`src/rtl/mem_pkg.sv`:
```
// Shared definitions for the mem_responder slice.
// Contents: default widths, op_e (the per-edge operation decoded from read/write),
// decode_op helper, and PAR_W (stored parity bits per word).
// Configuration macro: MEM_PARITY_EN adds one even-parity bit to every stored word.
package mem_pkg;

  localparam int DEF_ADDR_W = 5;
  localparam int DEF_DATA_W = 8;
  localparam int DEF_CNT_W  = 16;

`ifdef MEM_PARITY_EN
  localparam int PAR_W = 1;
`else
  localparam int PAR_W = 0;
`endif

  typedef enum logic [1:0] {
    IDLE = 2'd0,
    RD   = 2'd1,
    WR   = 2'd2,
    ERR  = 2'd3
  } op_e;

  function automatic op_e decode_op(input logic rd, input logic wr);
    case ({rd, wr})
      2'b10:   return RD;
      2'b01:   return WR;
      2'b11:   return ERR;
      default: return IDLE;
    endcase
  endfunction

endpackage

```
`src/rtl/mem_array.sv`:
```
// Storage for mem_responder: 2**ADDR_W words, asynchronously cleared, one write
// port (sampled on posedge clk) and one combinational read port.
// Ports:
//   clk, rst_n  clock and asynchronous active-low clear of every word
//   we          write enable
//   waddr/wdata write address and data
//   raddr       read address
//   rdata       stored word at raddr; with MEM_PARITY_EN the MSB is the stored parity
// Configuration macro: MEM_PARITY_EN (adds stored even parity and the flip_parity debug task).
module mem_array
  import mem_pkg::*;
#(
  parameter int ADDR_W = DEF_ADDR_W,
  parameter int DATA_W = DEF_DATA_W
) (
  input  logic                      clk,
  input  logic                      rst_n,
  input  logic                      we,
  input  logic [ADDR_W-1:0]         waddr,
  input  logic [DATA_W-1:0]         wdata,
  input  logic [ADDR_W-1:0]         raddr,
  output logic [DATA_W+PAR_W-1:0]   rdata
);

  localparam int WORD_W = DATA_W + PAR_W;
  localparam int DEPTH  = 1 << ADDR_W;

  logic [WORD_W-1:0] r_mem [DEPTH];
  logic [WORD_W-1:0] w_word;

`ifdef MEM_PARITY_EN
  assign w_word = {^wdata, wdata};
`else
  assign w_word = wdata;
`endif

  always_ff @(posedge clk or negedge rst_n) begin
    if (!rst_n) begin
      for (int i = 0; i < DEPTH; i++) r_mem[i] <= '0;
    end else if (we) begin
      r_mem[waddr] <= w_word;
    end
  end

  assign rdata = r_mem[raddr];

`ifdef MEM_PARITY_EN
  // Debug hook: corrupt the stored parity of one word so the checker can be exercised.
  task automatic flip_parity(input logic [ADDR_W-1:0] a);
    r_mem[a][DATA_W] <= ~r_mem[a][DATA_W];
  endtask
`endif

endmodule

```
`src/rtl/mem_responder.sv`:
```
// Responder end of the mem_intf read/write protocol: 32x8 synchronous memory with
// registered read data, saturating access/collision counters and last-op status.
// Ports:
//   clk, rst_n      clock, asynchronous active-low reset
//   read, write     requests sampled at posedge (both set = collision)
//   addr, data_in   access address and write data
//   data_out        read data, registered on the sampling edge, held otherwise
//   rd_cnt, wr_cnt  completed reads / writes, saturating
//   err_cnt         collisions, saturating
//   last_op         op_e decoded at the most recent edge
//   parity_err      stored-parity mismatch on the last read (0 without MEM_PARITY_EN)
// Configuration macro: MEM_PARITY_EN.
//
// state | meaning
// IDLE  | no request at last edge, everything held
// RD    | read performed, data_out loaded, rd_cnt bumped
// WR    | write performed, wr_cnt bumped
// ERR   | read and write together, nothing performed, err_cnt bumped
module mem_responder
  import mem_pkg::*;
#(
  parameter int ADDR_W = DEF_ADDR_W,
  parameter int DATA_W = DEF_DATA_W,
  parameter int CNT_W  = DEF_CNT_W
) (
  input  logic              clk,
  input  logic              rst_n,
  input  logic              read,
  input  logic              write,
  input  logic [ADDR_W-1:0] addr,
  input  logic [DATA_W-1:0] data_in,
  output logic [DATA_W-1:0] data_out,
  output logic [CNT_W-1:0]  rd_cnt,
  output logic [CNT_W-1:0]  wr_cnt,
  output logic [CNT_W-1:0]  err_cnt,
  output logic [1:0]        last_op,
  output logic              parity_err
);

  localparam int WORD_W = DATA_W + PAR_W;

  op_e               w_op;
  logic              w_we;
  logic [WORD_W-1:0] w_rdata;

  op_e               r_last_op;
  logic [DATA_W-1:0] r_data_out;
  logic [CNT_W-1:0]  r_rd_cnt;
  logic [CNT_W-1:0]  r_wr_cnt;
  logic [CNT_W-1:0]  r_err_cnt;

  assign w_op = decode_op(read, write);
  assign w_we = (w_op == WR);

  mem_array #(
    .ADDR_W (ADDR_W),
    .DATA_W (DATA_W)
  ) u_array (
    .clk   (clk),
    .rst_n (rst_n),
    .we    (w_we),
    .waddr (addr),
    .wdata (data_in),
    .raddr (addr),
    .rdata (w_rdata)
  );

  always_ff @(posedge clk or negedge rst_n) begin
    if (!rst_n) begin
      r_last_op  <= IDLE;
      r_data_out <= '0;
      r_rd_cnt   <= '0;
      r_wr_cnt   <= '0;
      r_err_cnt  <= '0;
    end else begin
      r_last_op <= w_op;
      unique case (w_op)
        RD: begin
          r_data_out <= w_rdata[DATA_W-1:0];
          if (r_rd_cnt != '1) r_rd_cnt <= r_rd_cnt + 1'b1;
        end
        WR: begin
          if (r_wr_cnt != '1) r_wr_cnt <= r_wr_cnt + 1'b1;
        end
        ERR: begin
          if (r_err_cnt != '1) r_err_cnt <= r_err_cnt + 1'b1;
        end
        default: ;
      endcase
    end
  end

`ifdef MEM_PARITY_EN
  logic r_parity_err;

  always_ff @(posedge clk or negedge rst_n) begin
    if (!rst_n) begin
      r_parity_err <= 1'b0;
    end else if (w_op == RD) begin
      r_parity_err <= w_rdata[DATA_W] ^ (^w_rdata[DATA_W-1:0]);
    end
  end

  assign parity_err = r_parity_err;
`else
  assign parity_err = 1'b0;
`endif

  // Unknown request lines at a sampling edge are an initiator bug, not a state.
  always @(posedge clk) begin
    if (rst_n) begin
      assert (!$isunknown({read, write}))
        else $error("mem_responder: read/write unknown at sampling edge");
    end
  end

  assign data_out = r_data_out;
  assign rd_cnt   = r_rd_cnt;
  assign wr_cnt   = r_wr_cnt;
  assign err_cnt  = r_err_cnt;
  assign last_op  = r_last_op;

endmodule

```
`config.mk`:
```
export PLATFORM = sky130hd
export DESIGN_NAME = mem_responder
export DESIGN_NICKNAME = d
export VERILOG_FILES = /design/src/rtl/mem_pkg.sv /design/src/rtl/mem_array.sv /design/src/rtl/mem_responder.sv
export SDC_FILE = /design/constraint.sdc
export NUM_CORES = 1
export LEC_CHECK = 0
export ABC_AREA = 1
export BUFFER_PORTS_ARGS = -buffer_cell sky130_fd_sc_hd__buf_2
export CAP_MARGIN = 30
export CORE_ASPECT_RATIO = 0.5
export CORE_UTILIZATION = 45
export DETAILED_ROUTE_END_ITERATION = 10
export PLACE_DENSITY = 0.75
export RECOVER_POWER = 50
export SETUP_SLACK_MARGIN = 0.05
export SLEW_MARGIN = 10
export SYNTH_ARGS = -nofsm -noshare
export SYNTH_HDL_FRONTEND = slang
export SYNTH_SLANG_ARGS = --single-unit
```
`constraint.sdc`:
```
create_clock -name clk -period 1.59 [get_ports clk]
set_input_delay 0.318 -clock clk [delete_from_list [all_inputs] [get_ports clk]]
set_output_delay 0.318 -clock clk [all_outputs]
set_load 0.01 [all_outputs]
```
# After elaboration in Yosys (flattened, before gate mapping)

Index checks and enable logic that the tools add are counted.

Logic and storage cells: 63
Register bits: 314
Output and inout port bits: 59
Bits of input ports: 17

Reductions and logical operators: 4
Bitwise logic cells: 1
$lt $le $gt $ge: 2
Equal/unequal tests: 9
$add $sub $neg: 3
Mux-type cells: 7

Operators with widths:

| kind                                                                         | count |
|---|---|
| 256-bit bitwise mux                                                          | 1 |
| 16-bit by 1-bit adder with 16-bit output, second input constant              | 3 |
| 16-bit inequality test, second input constant                                | 3 |
| 8-bit binary-select mux with 5-bit select                                    | 1 |
| 8-bit demux with 5-bit select                                                | 1 |
| 8-bit two-way mux                                                            | 3 |
| 2-bit equality test, second input constant                                   | 4 |
| 6-bit >= comparator, second input constant                                   | 1 |
| 6-bit by 1-bit less-than comparator with 1-bit output, second input constant | 1 |
| 5-bit inverter with 6-bit output                                             | 1 |
| 2-bit one-hot mux with 3 select lines                                        | 1 |
| 2-bit AND reduction                                                          | 3 |
| 2-bit by 1-bit equality test with 1-bit output, second input constant        | 2 |
| 1-bit logical AND                                                            | 1 |

# Depth between registers and ports, before layout

Gate-level depths: netlist of run 1.

Depth in word-level cells: 6
Depth in mapped cells: 14

# By module

A second synthesis of run 1 with hierarchy kept.

Cells, all modules: 1971
Area total of the unflattened synthesis: 15185.8 µm²

By module, submodules not included:

| module        | cells an instance | sequential area each (µm²) | area an instance (µm²) | times used |
|---|---|---|---|---|
| mem_array     | 1496              | 6406.1                     | 11856.4                | 1 |
| mem_responder | 475               | 1451.4                     | 3329.4                 | 1 |

# Least setup slack after synthesis of run 1

Ideal clock, no wire load.

Path kind: register to register
Start point: register r_rd_cnt[0], in the netlist rd_cnt[0]
End point: register r_rd_cnt[14], in the netlist rd_cnt[14]
Cell stages (with the launch flop): 10
Path buffers: 1
Path slack: -0.244 ns
Data arrival time: 1.701 ns
Library setup time: 0.133 ns
Path through: dfrtp_1 ha_1 nand3_1 nor2_1 nand2_1 nor2_1 a21oi_1 clkbuf_1 nand2_1 o21ai_0

Word-level cells in the longest chain between the ends: 2
Elaborated cells on any way between the ends: 3

RTL lines:

| what                                                                                             | RTL line            | RTL |
|---|---|---|
| start: declaration                                                                               | mem_responder.sv:48 | `logic [CNT_W-1:0] r_rd_cnt;` |
| start signal: assignment                                                                         | mem_responder.sv:80 | `if (r_rd_cnt != '1) r_rd_cnt <= r_rd_cnt + 1'b1;` |
| parallel branches: the longest is 2 deep, another holds 16-bit by 1-bit adder with 16-bit output | -                   |  |

Several ways; the timed one is not identified.
A chain may end at the register's enable or synchronous reset.

# Worst setup path in the final report of run 1

Start point: register r_wr_cnt[2], in the netlist wr_cnt[2]
End point: register r_wr_cnt[9], in the netlist wr_cnt[9]

Word-level cells in the longest chain between the ends: 2
Elaborated cells on any way between the ends: 3

RTL lines:

| what                                                                                             | RTL line            | RTL |
|---|---|---|
| start: declaration                                                                               | mem_responder.sv:49 | `logic [CNT_W-1:0] r_wr_cnt;` |
| start signal: assignment                                                                         | mem_responder.sv:83 | `if (r_wr_cnt != '1) r_wr_cnt <= r_wr_cnt + 1'b1;` |
| parallel branches: the longest is 2 deep, another holds 16-bit by 1-bit adder with 16-bit output | -                   |  |

Several ways; the timed one is not identified.

==> metrics, run 1 <==
status=completed; CP Launch Type=flip-flop; met2 WL=roughly 20,000 um; r2r setup slk=0.02 ns; Final ANT Viol Nets=0; WL met1=around 19,000 um; critical path fanouts, max=4; Non-Filler Instances=2,606; final hold viol count=0; Clock Skew=0.0265 ns; hold-critical path depth=4; Leak=9.53 nW; initial DRC count=1,523; fin util=58.5%; Worst-Skew Late Latency=0.58 ns; total die area=between 30,000 and 40,000 um^2; Fmax=roughly 0.64 GHz; yosys warns=0; total core area=roughly 32,000 um^2; register area share after synthesis=52.6%; Placed Area=17,200 um^2; Max-cap violations=0; commonest non-fill, non-tap cell in the layout=nand2_1; Post-Syn Nets=roughly 2k; TNS Setup=0 ns; worst hold path class=in -> reg; vias=about 14k; Antenna diodes=0; number of port buffers=74; CTS max path bufs=3; cell accounting for the most synthesized area=dfrtp_1; # IOs=76; drt wl/cell=16.5 um; vias in the first global route=12.7k; max-slew violation count=0; Synth Register Bits=314; Reg2Reg Depth=9; Detailed Place HPWL=26,500 um; synth unique cells=26; final setup fails=0; vias per cell=5.31; pwr/cell area=approximately 1200 nW/um^2; Avg Cell Area, Syn=7.51 um^2; initial antenna violation count=0; H-tree levels=1; DP Cell Count=roughly 2.5k; CP Capture Type=flip-flop; first-pass GRT wire length=68,000 um; hold_ws=between 0.15 and 0.2 ns; top area cells in the synthesized netlist=dfrtp_1, nand2_1, o21ai_0, nand3_1, clkbuf_1; Sink Count=314; Design Area, Final=18,800 um^2; Synth top area share=52.6%; gpl congestion=approximately 0.86; pin count of the biggest net entering global routing=55; unrepaired setup endpoints after global routing=true; Crit Path Class=reg -> reg; HP Start=write; Synth Cell Area=approximately 15,000 um^2; fin crit share=99.0%; floorplan row count=46; met3 wire len=2870 um; clock transition at the registers of the reported paths=0.07 ns; total power=22.8 mW; peak supply drop=0.632 mV; Num CTS Buffers=30; final critical-path required period=1.57 ns; WL final=43,100 um; Die W=260 um; Pre-antenna DRT Iters=5; Place WS=-0.266 ns; final worst slack=about 0.016 ns; Cells after Synth=1,987; Worst Hold End=err_cnt[12]; drc violations=0; clk root buf=clkbuf_16; DR top layer=met4; Worst slew margin=49.9%; Initial Util=46.4%; most frequent cells in the layout=nand2_1, dfrtp_1, o21ai_0; critical path required time=just over 2 ns; CTS tree=built; Die Y=roughly 130 um; crit path DAT=2.03 ns; RR Startpoint=wr_cnt[2]; slew at the pin with the worst max-slew slack=0.751 ns; Layout area overhead=26.0%; share of cells above drive strength 1=16.6%; nets@finish=between 2k and 2.5k; r2r endpoint=wr_cnt[9]; total track usage=25.0%; total gr overflow=0
[critical path, cell delays in order, from the launching register on]
cell and delay, ns:
dfrtp_1 0.42, buf_6 0.13, buf_4 0.12, nand3_4 0.08, nor3_4 0.20, buf_6 0.14, nand2_1 0.10, xnor2_2 0.16
nand2_1 0.07, nand2_1 0.05
[cell usage after synthesis (all sizes together)]
cell / count
a21oi: 2
and3: 1
buf: 32
clkbuf: 83
clkinv: 1
conb: 1
dfrtp: 314
ha: 3
inv: 63
nand2: 1008
nand3: 65
nand3b: 5
nand4: 9
nor2: 55
nor3: 25
nor4: 1
o21ai: 284
or2: 7
xnor2: 5
xor2: 23
[registers in the layout, indices dropped and copies added, names as in the netlist]
signal         flops
last_op            2
u_array.r_mem    256
wr_cnt            16
data_out           8
err_cnt           16
rd_cnt            16
[how the worst max path moves through the flow]
stage | from | to | slack, ns | cells past startpoint
floorplan | addr[0] | data_out[7] | 0.03 | 11
global placement | addr[0] | data_out[2] | -0.26 | 11
detailed placement | addr[0] | data_out[2] | -0.27 | 11
CTS | rd_cnt[0] | rd_cnt[0] | 0.02 | 2
global route | rd_cnt[0] | rd_cnt[10] | -0.10 | 9
finish | wr_cnt[2] | wr_cnt[9] | 0.02 | 9
[logic make-up after synthesis]
kind of cell               after synthesis  synth area share (%)
AOI/OAI and AO/OA                      286                  9.59
buffers and inverters                  179                  4.78
adders and majority gates                3                 0.251
xor gates and xnor gates                28                  1.64
other                                    1                0.0251
and+or+nand+nor                       1176                  31.1
DFF                                    314                  52.6
[report_power, final]
| part | total [mW] | switching [mW] | internal [mW] |
|---|---|---|---|
| clock | 8.31 | 3.26 | 5.05 |
| sequential | 10.0 | 0.877 | 9.14 |
| combinational | 4.45 | 2.45 | 2.00 |
| total | 22.8 | 6.58 | 16.2 |
[layout make-up]
type | instances | area [um^2]
Clock buffer | 36 | 835
Fill cell | 2732 | 13400
Clock inverter | 20 | 318
Multi-Input combinational cell | 1495 | 6620
Tap cell | 432 | 541
Inverter | 64 | 241
Sequential cell | 314 | 7870
Timing Repair Buffer | 245 | 2390
[timing repair]
item,CTS,global route
pin swaps,9,11
hold endpoints to repair,34,0
gates cloned,1,2
endpoints found under the setup margin,54,69
resized for setup,40,61
setup buffers,17,10
hold buffers,3,0
[metal layers]
| metal | up-vias | GRT usage (%) |
|---|---|---|
| met5 | - | 0 |
| met4 | 0 | 6.54 |
| met3 | 82 | 3.59 |
| met2 | 521 | 40.0 |
| met1 | 6632 | 36.0 |
| li1 | 6608 | - |
Power figures use the tool's default switching activity.
==> run 2: changes to the inputs <==
--- a/config.mk
+++ b/config.mk
@@ -13,7 +13,6 @@
 export DETAILED_ROUTE_END_ITERATION = 10
 export PLACE_DENSITY = 0.75
 export RECOVER_POWER = 50
-export SETUP_SLACK_MARGIN = 0.05
 export SLEW_MARGIN = 10
 export SYNTH_ARGS = -nofsm -noshare
 export SYNTH_HDL_FRONTEND = slang
==> metrics, run 2 (synthesized netlist as in run 1, its figures left out) <==
status=finished, violations left; failing checks=negative setup slack; first-pass GRT wire length=66,700 um (-1.8%); total track usage=24.5% (-0.58 points); hold_ws=0.222 ns (+0.0281 ns); met3 usage=4.34% (+0.75 points); fin util=57.3% (-1.2 points); Worst slew margin=46.1% (-3.8 points); final worst slack=-0.0123 ns (-0.0287 ns); Crit Path Class=reg -> reg; worst path cell trace=ha_4, nand3_4, nor2_4, nand2_2, nor2_4, buf_6, nand2_8, nand2_8, nor2_2, nand2_1, nand2_1; Num CTS Buffers=29 (-3.3%); CTS tree=built; Fmax=0.624 GHz (-1.8%); clock transition at the registers of the reported paths=0.07 ns (about the same); vias in the first global route=12.9k (+1.3%); slew at the pin with the worst max-slew slack=0.809 ns (+0.0574 ns); Pint=15.1 mW (-6.5%); r2r setup slk=-0.01 ns (-0.03 ns); largest stage delay on the critical path=0.41 ns (about the same); Initial Util=46.4% (unchanged); number of port buffers=74 (unchanged); Placed Area=17,300 um^2 (+0.60%); share of cells above drive strength 1=15.1% (-1.5 points); final setup fails=1 (+1); peak supply drop=0.817 mV (+29%); drt wl/cell=15.6 um (-5.5%); crit path DAT=2.05 ns (+0.02 ns); max reg flops=256 (unchanged); Reg2Reg Depth=11 (+2); GR Layer Usage met2=39.7% (-0.36 points); Detailed Place HPWL=25,600 um (-3.5%); commonest non-fill, non-tap cell in the layout=nand2_1; Reg power frac=46.3% (+2.3 points); initial antenna violation count=0 (unchanged); vias=13.6k (-1.9%); critical path required time=2.04 ns (about the same); Max-cap violations=0 (unchanged); vias per cell=5.22 (-1.8%); GR Util met1=34.4% (-1.5 points); RR Startpoint=rd_cnt[1]; Layout area overhead=23.4%; Sink Count=314 (unchanged); Design Area, Final=18,400 um^2 (-2.0%); critical path fanouts, max=5 (+1); HP Start=read; CP Capture Type=flip-flop; total power=21.3 mW (-6.5%); fin crit share=101% (+1.8 points); pwr/cell area=1160 nW/um^2 (-4.5%); CP Launch Type=flip-flop; final critical-path required period=1.60 ns (+0.0287 ns); max-slew violation count=0 (unchanged); total die area=34,000 um^2 (unchanged); gpl congestion=0.875 (+1.9%); Net Sw Frac=28.9% (+0.030 points); Place WS=-0.345 ns (-0.0786 ns); Leak=9.42 nW (-1.1%); grt peak-use layer=met2; initial DRC count=1,192 (-22%); WL final=40,700 um (-5.6%); Final ANT Viol Nets=0 (unchanged); combinational power share=18.9% (-0.6 points); unrepaired setup endpoints after global routing=true; total gr overflow=0 (unchanged); pin count of the biggest net entering global routing=57 (+3.6%); final hold viol count=0 (unchanged); floorplan row count=46 (unchanged); clk root buf=clkbuf_16; Die Y=131 um (unchanged); Clock power frac=34.8% (-1.7 points); Clock Skew=0.0217 ns (-0.00477 ns); drc violations=0 (unchanged); nets@finish=2,169 (-0.046%); total core area=32,200 um^2 (unchanged); Worst-Skew Late Latency=0.57 ns (about the same); Worst Hold End=err_cnt[12]; hold-critical path depth=4 (unchanged); Antenna diodes=0 (unchanged); # IOs=76 (unchanged); Pre-antenna DRT Iters=5 (unchanged); P_sw=6.16 mW (-6.4%); Biggest register=u_array.r_mem; Die W=260 um (unchanged); H-tree levels=1 (unchanged); worst hold path class=in -> reg; Slowest-stage cell, CP=dfrtp_1; CTS max path bufs=3 (unchanged); r2r endpoint=rd_cnt[4]; most frequent cells in the layout=nand2_1, dfrtp_1, o21ai_0
-- run 2: cell types whose count changed in the layout (fill, tap and decap cells not counted), moves of 6 or more --
cell,before,now
nand2_2,15,5
dfrtp_2,11,2
buf_2,52,70
dfrtp_1,303,312
buf_6,38,11
clkbuf_2,3,9
nand2_1,991,1000
-- run 2: layer usage --
metal | vias to the layer above | part of all wire [%] | wire length (um)
li1 | 6604 | - | -
met1 | 6448 | 45 | 18200
met2 | 465 | 46 | 18600
met3 | 62 | 7.6 | 3110
met4 | 0 | 1.9 | 762
met5 | - | 0 | 0
-- run 2: layout make-up --
class                   count  area, um^2
fillers                  2817       13700
flip-flops and latches    314        7860
multi-input cells        1497        6580
repair buffers            243        2220
clock buffers              41         801
well taps                 432         541
inverters                  64         241
clock inverters            12         189
-- run 2: worst max path at each step --
stage / startpoint / to / slack, ns / depth (start not counted)
finish: rd_cnt[1] / rd_cnt[4] / -0.01 / 11
detailed placement: addr[1] / data_out[6] / -0.34 / 12
global route: rd_cnt[1] / rd_cnt[4] / -0.11 / 11
CTS: rd_cnt[0] / rd_cnt[4] / -0.008 / 11
floorplan: rd_cnt[0] / rd_cnt[15] / 0.0009 / 9
global placement: addr[1] / data_out[6] / -0.38 / 12
-- run 2: timing repair --
item / CTS / global route
hold endpoints to repair: 80 / 0
hold buffers: 3 / 0
setup endpoints to repair: 27 / 44
resized for setup: 13 / 44
pin swaps: 6 / 16
cloned: 2 / 1
buffers inserted: 4 / 6
-- run 2: metrics by stage --
| step | std cells | TNS (ns) |
|---|---|---|
| floorplan | 1987 | 0 |
| global placement | 2536 | -20.93 |
| detailed placement | 2536 | -25.92 |
| CTS | 2598 | -0.00845 |
| global route | 2603 | -1.33 |
| finish | 2603 | -0.0123 |
-- run 2: worst max-delay path: cells and delay by family (launching register included) --
kind          cells  cell delay (ns)
simple gates      9             0.75
flops             1             0.41
fa+ha+maj         1             0.17
buf+inv           1             0.15
-- run 2: power by group through the flow --
stage / Combinational [mW] / Clock (mW) / Sequential, mW
after floorplan: 1.97 / 0 / 10.0
after global placement: 3.66 / 0 / 9.90
after detailed placement: 3.78 / 0 / 9.93
after CTS: 3.90 / 7.52 / 9.81
after global routing: 4.57 / 7.83 / 9.99
final: 4.02 / 7.42 / 9.86
==> run 3: changes to the inputs <==
--- a/config.mk
+++ b/config.mk
@@ -11,7 +11,7 @@
 export CORE_ASPECT_RATIO = 0.5
 export CORE_UTILIZATION = 45
 export DETAILED_ROUTE_END_ITERATION = 10
-export PLACE_DENSITY = 0.75
+export PLACE_DENSITY = 0.73
 export RECOVER_POWER = 50
 export SLEW_MARGIN = 10
 export SYNTH_ARGS = -nofsm -noshare
==> constraint.sdc (replaced) <==
create_clock -name clk -period 2.1 [get_ports clk]
set_input_delay 0.42 -clock clk [delete_from_list [all_inputs] [get_ports clk]]
set_output_delay 0.42 -clock clk [all_outputs]
set_load 0.01 [all_outputs]
==> metrics, run 3 (synthesized netlist as in run 1, its figures left out) <==
crit path DAT=2.37 ns (+0.32 ns); met2 WL=17,500 um (-5.8%); clock transition at the registers of the reported paths=0.07 ns (about the same); Worst-Skew Late Latency=0.57 ns (about the same); worst hold path class=in -> reg; drt wl/cell=15.5 um (-0.94%); Antenna diodes=0 (unchanged); commonest non-fill, non-tap cell in the layout=nand2_1; Pre-antenna DRT Iters=8 (+3); pwr/cell area=899 nW/um^2 (-22%); vias=13.1k (-3.6%); vias in the first global route=11.8k (-8.0%); TNS Setup=0 ns (+0.0123 ns); CP Capture Type=flip-flop; CTS tree=built; r2r setup slk=0.28 ns (+0.29 ns); Detailed Place HPWL=24,800 um (-3.2%); met3 wire len=2300 um (-26%); H-tree levels=1 (unchanged); Die W=260 um (unchanged); hold-critical path depth=4 (unchanged); fin crit share=91.1%; clk root buf=clkbuf_16; Initial Util=46.4% (unchanged); CP Launch Type=input pin; total track usage=23.4% (-1.1 points); Worst slew margin=0.648% (-45 points); max-slew violation count=0 (unchanged); Layout area overhead=17.3%; register area=7860 um^2 (about the same); drc violations=0 (unchanged); Post-CTS Setup Repair Bufs=0 (-4); fillcell total=2,879 (+2.2%); Top cell by count, worst path=buf_4; unrepaired setup endpoints after global routing=false; Crit Path Class=in -> reg; final critical-path required period=1.91 ns; RR Startpoint=wr_cnt[4]; critical path required time=2.55 ns (+0.51 ns); Fmax=around 0.52 GHz; WL final=39,100 um (-3.9%); Sink Count=314 (unchanged); peak supply drop=0.590 mV (-28%); r2r endpoint=wr_cnt[2]; nets@finish=2,089 (-3.7%); Max-cap violations=0 (unchanged); Slowest-stage cell, CP=dlygate4sd3_1; Die Y=131 um (unchanged); most frequent cells in the layout=nand2_1, dfrtp_1, o21ai_0; Reg2Reg Depth=10 (-1); initial DRC count=1,321 (+11%); slew at the pin with the worst max-slew slack=1.49 ns (+0.682 ns); WL met1=18,400 um (+1.3%); critical path fanouts, max=16 (+11); CTS max path bufs=3 (unchanged); Num CTS Buffers=29 (unchanged); total gr overflow=0 (unchanged); total core area=32,200 um^2 (unchanged); max reg flops=256 (unchanged); fin util=54.4% (-2.8 points); number of port buffers=74 (unchanged); total die area=34,000 um^2 (unchanged); area of the multi-input gates=6360 um^2 (-3.3%); final setup fails=0 (-1); pin count of the biggest net entering global routing=66 (+16%); Leak=8.93 nW (-5.2%); # IOs=76 (unchanged); first-pass GRT wire length=63,500 um (-4.8%); floorplan row count=46 (unchanged); vias per cell=5.19 (-0.55%); Biggest register=u_array.r_mem; Final ANT Viol Nets=0 (unchanged); initial antenna violation count=0 (unchanged); share of cells above drive strength 1=10.0% (-5.1 points); final hold viol count=0 (unchanged); worst path cell trace=dlygate4sd3_1, clkbuf_1, nor2_1, buf_4, inv_2, nor3_4, buf_4, nand2_1, o21ai_0; Clock Skew=0.0250 ns (+0.00333 ns); HP Start=data_in[7]; Worst Hold End=u_array.r_mem[15]; largest stage delay on the critical path=0.54 ns (+0.13 ns); gpl congestion=0.846 (-3.4%); status=completed; DR top layer=met4
==> run 3: power breakdown <==
group	internal (mW)	total [mW]	switching, mW	leakage, nW
combinational	0.944	2.48	1.53	4.25
clock	3.40	5.75	2.35	0.515
sequential	6.91	7.52	0.607	4.17
==> run 3: metrics by stage <==
stage / total power [mW] / worst slack [ns] / area, um^2 / hold WS [ns] / cells
detailed placement: 10.1 / 0.151 / 16500 / 0.372 / 2467
global route: 16.5 / 0.0213 / 17500 / 0.445 / 2524
finish: 15.7 / 0.187 / 17500 / 0.432 / 2524
CTS: 15.8 / 0.198 / 17600 / 0.377 / 2524
floorplan: 9.04 / 0.266 / 14900 / 0.124 / 1987
global placement: 10.0 / 0.171 / 16500 / 0.381 / 2467
==> run 3: how the worst max path moves through the flow <==
stage / start / slack (ns) / end
after floorplan: rd_cnt[0] / 0.27 / rd_cnt[14]
after global placement: addr[0] / 0.17 / data_out[7]
after detailed placement: addr[0] / 0.15 / data_out[7]
after CTS: wr_cnt[1] / 0.20 / wr_cnt[2]
after global routing: rst_n / 0.02 / err_cnt[8]
final: read / 0.19 / u_array.r_mem[252]
==> run 3: critical path: cells and delay by family <==
family	cells	cell delay [ns]
AO/OA/AOI/OAI	1	0.30
AND/OR/NAND/NOR	3	0.55
buffers and inverters	5	1.08
==> run 3: per-layer routing <==
layer	up-vias	track usage (%)
met5	-	0
met4	0	5.92
met3	59	4.59
met2	366	36.8
met1	6232	33.3
li1	6438	-
==> run 3: layout make-up <==
| class | instances | share of cell area [%] |
|---|---|---|
| timing repair buffer | 166 | 8.41 |
| clock buffer | 40 | 4.78 |
| clock inverter | 14 | 1.15 |
| sequential | 314 | 44.9 |
| multi-input combinational | 1494 | 36.3 |
| inverter | 64 | 1.38 |
| tap | 432 | 3.09 |
==> run 3: what timing repair did <==
action,CTS,global route
resized for setup,0,3
hold buffers,3,0
endpoints found under the hold margin,46,0
setup endpoints to repair,0,6
